### src/rtl/serial_byte_receiver.sv
// rtl/serial_byte_receiver.sv - framed serial-in, parallel-out byte receiver with valid/ack hold
// Optional even-parity check: define SERIAL_RX_PARITY_CHECK_EN (adds a PARITY state, 11-bit frame).
module serial_byte_receiver #(
  parameter int CLKS_PER_BIT = 4,
  parameter int CNT_W        = 8
) (
  input  logic clock,
  input  logic reset_n,
  input  logic serial_in,
  input  logic ack,
  output logic out1,
  output logic out2,
  output logic out3,
  output logic out4,
  output logic out5,
  output logic out6,
  output logic out7,
  output logic out8,
  output logic valid,
  output logic frame_error,
  output logic overrun,
  output logic busy
);

  typedef enum logic [2:0] {
`ifdef SERIAL_RX_PARITY_CHECK_EN
    PARITY = 3'd4,
`endif
    IDLE   = 3'd0,
    START  = 3'd1,
    DATA   = 3'd2,
    STOP   = 3'd3
  } state_t;

  // Counter compare points: mid start bit, and end of a full bit period.
  localparam logic [CNT_W-1:0] HALF_LAST = CNT_W'(CLKS_PER_BIT / 2 - 1);
  localparam logic [CNT_W-1:0] FULL_LAST = CNT_W'(CLKS_PER_BIT - 1);
  localparam logic [CNT_W-1:0] CNT_ONE   = CNT_W'(1);

  state_t           state;
  logic             rx_meta;
  logic             rx;
  logic [CNT_W-1:0] cnt;
  logic [2:0]       bit_idx;
  logic [7:0]       shift;
  logic [7:0]       held;
  logic             done_pend;
  logic             err_pend;
`ifdef SERIAL_RX_PARITY_CHECK_EN
  logic             par_bit;
`endif

  assign out1 = held[0];
  assign out2 = held[1];
  assign out3 = held[2];
  assign out4 = held[3];
  assign out5 = held[4];
  assign out6 = held[5];
  assign out7 = held[6];
  assign out8 = held[7];

  // Two-flop synchronizer; resets to the idle-high line level.
  always_ff @(posedge clock or negedge reset_n) begin
    if (!reset_n) begin
      rx_meta <= 1'b1;
      rx      <= 1'b1;
    end else begin
      rx_meta <= serial_in;
      rx      <= rx_meta;
    end
  end

  // Frame FSM: finds the start bit, samples data mid-bit, and posts a one-cycle completion to the output stage.
  always_ff @(posedge clock or negedge reset_n) begin
    if (!reset_n) begin
      state     <= IDLE;
      cnt       <= '0;
      bit_idx   <= '0;
      shift     <= '0;
      busy      <= 1'b0;
      done_pend <= 1'b0;
      err_pend  <= 1'b0;
`ifdef SERIAL_RX_PARITY_CHECK_EN
      par_bit   <= 1'b0;
`endif
    end else begin
      done_pend <= 1'b0;
      err_pend  <= 1'b0;
      case (state)
        IDLE: begin
          if (!rx) begin
            state <= START;
            cnt   <= '0;
            busy  <= 1'b1;
          end
        end
        START: begin
          if (cnt == HALF_LAST) begin
            cnt <= '0;
            if (!rx) begin
              state   <= DATA;
              bit_idx <= '0;
            end else begin
              // Line went back high before mid start bit: treat as a glitch.
              state <= IDLE;
              busy  <= 1'b0;
            end
          end else begin
            cnt <= cnt + CNT_ONE;
          end
        end
        DATA: begin
          if (cnt == FULL_LAST) begin
            cnt            <= '0;
            shift[bit_idx] <= rx;
            if (bit_idx == 3'd7) begin
`ifdef SERIAL_RX_PARITY_CHECK_EN
              state <= PARITY;
`else
              state <= STOP;
`endif
            end else begin
              bit_idx <= bit_idx + 3'd1;
            end
          end else begin
            cnt <= cnt + CNT_ONE;
          end
        end
`ifdef SERIAL_RX_PARITY_CHECK_EN
        PARITY: begin
          if (cnt == FULL_LAST) begin
            cnt     <= '0;
            par_bit <= rx;
            state   <= STOP;
          end else begin
            cnt <= cnt + CNT_ONE;
          end
        end
`endif
        STOP: begin
          if (cnt == FULL_LAST) begin
            cnt       <= '0;
            state     <= IDLE;
            busy      <= 1'b0;
            done_pend <= 1'b1;
`ifdef SERIAL_RX_PARITY_CHECK_EN
            // Even parity: data ones plus parity bit must be even.
            err_pend  <= !rx || (par_bit != ^shift);
`else
            err_pend  <= !rx;
`endif
          end else begin
            cnt <= cnt + CNT_ONE;
          end
        end
        default: begin
          state <= IDLE;
          cnt   <= '0;
          busy  <= 1'b0;
        end
      endcase
    end
  end

  // Output stage: loads completed bytes, runs the valid/ack handshake, flags frame and overrun errors.
  always_ff @(posedge clock or negedge reset_n) begin
    if (!reset_n) begin
      held        <= '0;
      valid       <= 1'b0;
      frame_error <= 1'b0;
      overrun     <= 1'b0;
    end else begin
      frame_error <= done_pend && err_pend;
      if (done_pend && !err_pend) begin
        if (!valid || ack) begin
          // Free slot, or the consumer takes the old byte this very cycle.
          held  <= shift;
          valid <= 1'b1;
          if (valid) begin
            overrun <= 1'b0;
          end
        end else begin
          overrun <= 1'b1;
        end
      end else if (valid && ack) begin
        valid   <= 1'b0;
        overrun <= 1'b0;
      end
    end
  end

endmodule

### config.mk
export PLATFORM = sky130hd
export DESIGN_NAME = serial_byte_receiver
export DESIGN_NICKNAME = d
export VERILOG_FILES = /design/src/rtl/serial_byte_receiver.sv
export SDC_FILE = /design/constraint.sdc
export NUM_CORES = 1
export LEC_CHECK = 0
export ABC_AREA = 0
export CAP_MARGIN = 20
export CORE_MARGIN = 1.5
export CORE_UTILIZATION = 45
export CTS_CLUSTER_SIZE = 25
export DETAILED_ROUTE_END_ITERATION = 16
export PLACE_DENSITY = 0.7
export SYNTH_ARGS = -nofsm -noshare
export SYNTH_HDL_FRONTEND = slang
export SYNTH_SLANG_ARGS = --single-unit
### constraint.sdc
create_clock -name clock -period 2.15 [get_ports clock]
set_clock_uncertainty 0.2 [all_clocks]
set_input_delay 0.3225 -clock clock [delete_from_list [all_inputs] [get_ports clock]]
set_output_delay 0.3225 -clock clock [all_outputs]
set_load 0.03 [all_outputs]
==> results.cfg <==
[cts]
cts_tree = done
cts_htree_levels = 2
clk-insertion-delay-late_ns = 0.29
numClockSinks = 37
cts_buffer_depth = 2
clk_pin_slew_ns = 0.07
cts_root_buf = clkbuf_8
postCtsSetupBuffers = 0
cts-buffers-inserted = 5

[die]
std_cell_rows = 22
start_util_pct = 46.6
io_pins = 16
dieArea_um2 = 4140
die_h_um = 64.3
die_x_um = 64.3
core_area_um2 = 3630

[drt]
vias = 1250
drt-vias-per-instance = 5.66
antenna_left = 0
drtPass1Iterations = 4
wl_per_cell_um = 13.9
drtIter0Drc = 91
wirelength_mm = 3.07
drc_errors = 0

[sta]
finalWorstSetupSlack_ns = 0.188
max_freq_mhz = 510
final-setup-viol-count = 0
period_share_pct = 91.2
finalHoldViolations = 0
timing.final.crit_period_ns = 1.96
rsz0062_at_grt = false
slew_headroom_pct = 69.8
drv_slew = 0
tns_ns = 0
tightest_slew_ns = 0.453

[synth]
synthTopCellsByArea = dfrtp_1 (52%), mux2_2 (9.3%), dfstp_2 (3.1%)
synth_seq_cells = 37
synth_cell_type_count = 35
ys.flop_type = dfrtp_1
synth_nets = 157
netlist_top_cells_count = dfrtp_1 (35), mux2_2 (14), nor2_1 (12)
synth.most_common_cell = dfrtp_1
synth_top_area_share_pct = 51.7
avgSynthCellArea_um2 = 11.4
synth_cells = 149
yosysWarnings = 0
synth_area_um2 = 1690
synth_largest_area_cell = dfrtp_1
synth-seq-area-share_pct = 54.8
async_flop_share_pct = 100
synth_edf_count = 0

[hold_path]
min_from = rx_meta
hold_depth = 0
min_to = rx
min_path_type = flop to flop

[power]
pwr_density_cell_nw_per_um2 = 1100
p_clk_share_pct = 27.8
seqPwrFrac_pct = 42.7
leakage_uw = 0.000906
p_switching_uw = 776
pwr-share-comb_pct = 29.5
intPower_uw = 1480
power.total_uw = 2260
swShare_pct = 34.4
ir_drop_v = 0.000451

[setup_path]
r2r_slack_ns = 0.19
worstPathMaxFanout = 8
startpoint_type = flop
timing.rr.start = cnt[5]
endpoint_kind = flop
worstRegToRegCells = 5
cp_data_arrival_time_ns = 1.95
reg2reg_to = cnt[4]
cp_data_required_time_ns = 2.13
critPathKind = flop to flop

[global_route]
gr-total-overflow = 0
grt_max_degree = 38
antenna_found_initial = 0
grt_pass1_vias = 1251
grt_pass1_wl_mm = 5.73
grt.total_usage_pct = 18.0

[placement]
place_hpwl_mm = 2.16
dp_slack_ns = 0.199
gp_congestion = 0.830
io_buffer_count = 15
dpl-instance-area_um2 = 1910

[layout]
drive_gt1_share_pct = 20.8
nFillCells = 325
finish.net_count = 180
postLayoutCellArea_um2 = 2050
num_antenna_cells = 0
syn_to_final_growth_pct = 21.1

[run_status]
status = completed

[job]
drv_cap = 0
[kinds of logic after synthesis]
kind of cell | after synthesis | synth area share, %
buffers and inverters | 10 | 2.22
muxes | 16 | 10.6
and+or+nand+nor | 52 | 17.7
adders and majority gates | 4 | 2.96
AOI/OAI and AO/OA | 30 | 11.7
DFF | 37 | 54.8
[through the flow]
step	std cells	hold slack (ns)	utilization (%)
3_5_place_dp	212	0.149	52.7
5_1_grt	221	0.167	56.4
3_3_place_gp	212	0.148	52.7
2_1_floorplan	149	-0.173	-
4_1_cts	221	0.161	56.2
6_report	221	0.159	56.4
[power groups by stage]
stage	registers, uW	clock network [uW]	logic, uW
global route	990	670	742
detailed placement	970	0	659
finish	965	629	666
global placement	963	0	638
CTS	960	638	663
floorplan	965	0	458
[worst max-delay path, stage by stage (launching register included)]
cell and delay [ns]:
dfrtp_1 0.45, nor4_4 0.36, buf_4 0.20, nand4_2 0.20, a31o_2 0.27, a22o_1 0.17
[cell type report]
class | instances | area, um^2 | area share (%)
Clock inverter | 2 | 37.5 | 1.83
Tap cell | 48 | 60.1 | 2.93
Multi-Input combinational cell | 102 | 733 | 35.8
Timing Repair Buffer | 20 | 185 | 9.04
Inverter | 6 | 22.5 | 1.10
Clock buffer | 6 | 82.6 | 4.03
Sequential cell | 37 | 928 | 45.3
[how the worst max path moves through the flow]
stage | slack, ns | start | end
2_1_floorplan | 0.20 | cnt[5] | shift[0]
3_3_place_gp | 0.25 | cnt[5] | cnt[4]
3_5_place_dp | 0.20 | cnt[1] | cnt[4]
4_1_cts | 0.19 | cnt[1] | cnt[4]
5_1_grt | 0.08 | cnt[0] | cnt[5]
6_report | 0.19 | cnt[5] | cnt[4]
[placed cells by master (no fill, tap or decap), types with 3 or more instances in the layout]
cell type        netlist  final
o21ai_0                9      9
and2_1                 3      3
buf_4                  0      4
nand2_1               10     10
dfrtp_1               35     35
nor2_1                12     12
nor4_1                 3      3
a21oi_1                6      6
nand3_1                3      3
nor3_1                 8      8
ha_1                   4      4
nand2b_1               4      4
clkbuf_8               0      6
inv_1                  6      6
mux2_2                14     14
clkdlybuf4s50_1        0     14
[per-layer routing]
layer,global-route usage (%),wire (um)
met5,0,0
met2,28.1,1470
met3,5.81,160
met1,23.1,1380
met4,7.45,57
[what timing repair did]
action / 4_1_cts / 5_1_grt
endpoints found under the setup margin: 0 / 1
endpoints found under the hold margin: 35 / 0
hold buffers: 1 / 0
resized for setup: 0 / 1
[registers in the layout (all words and copies together) (netlist names)]
| name | cells |
|---|---|
| valid | 1 |
| cnt | 8 |
| shift | 8 |
| frame_error | 1 |
| rx_meta | 1 |
| err_pend | 1 |
| state | 2 |
| bit_idx | 3 |
| done_pend | 1 |
| held | 8 |
| rx | 1 |
| overrun | 1 |
| busy | 1 |
(Power assumes the default switching activity.)
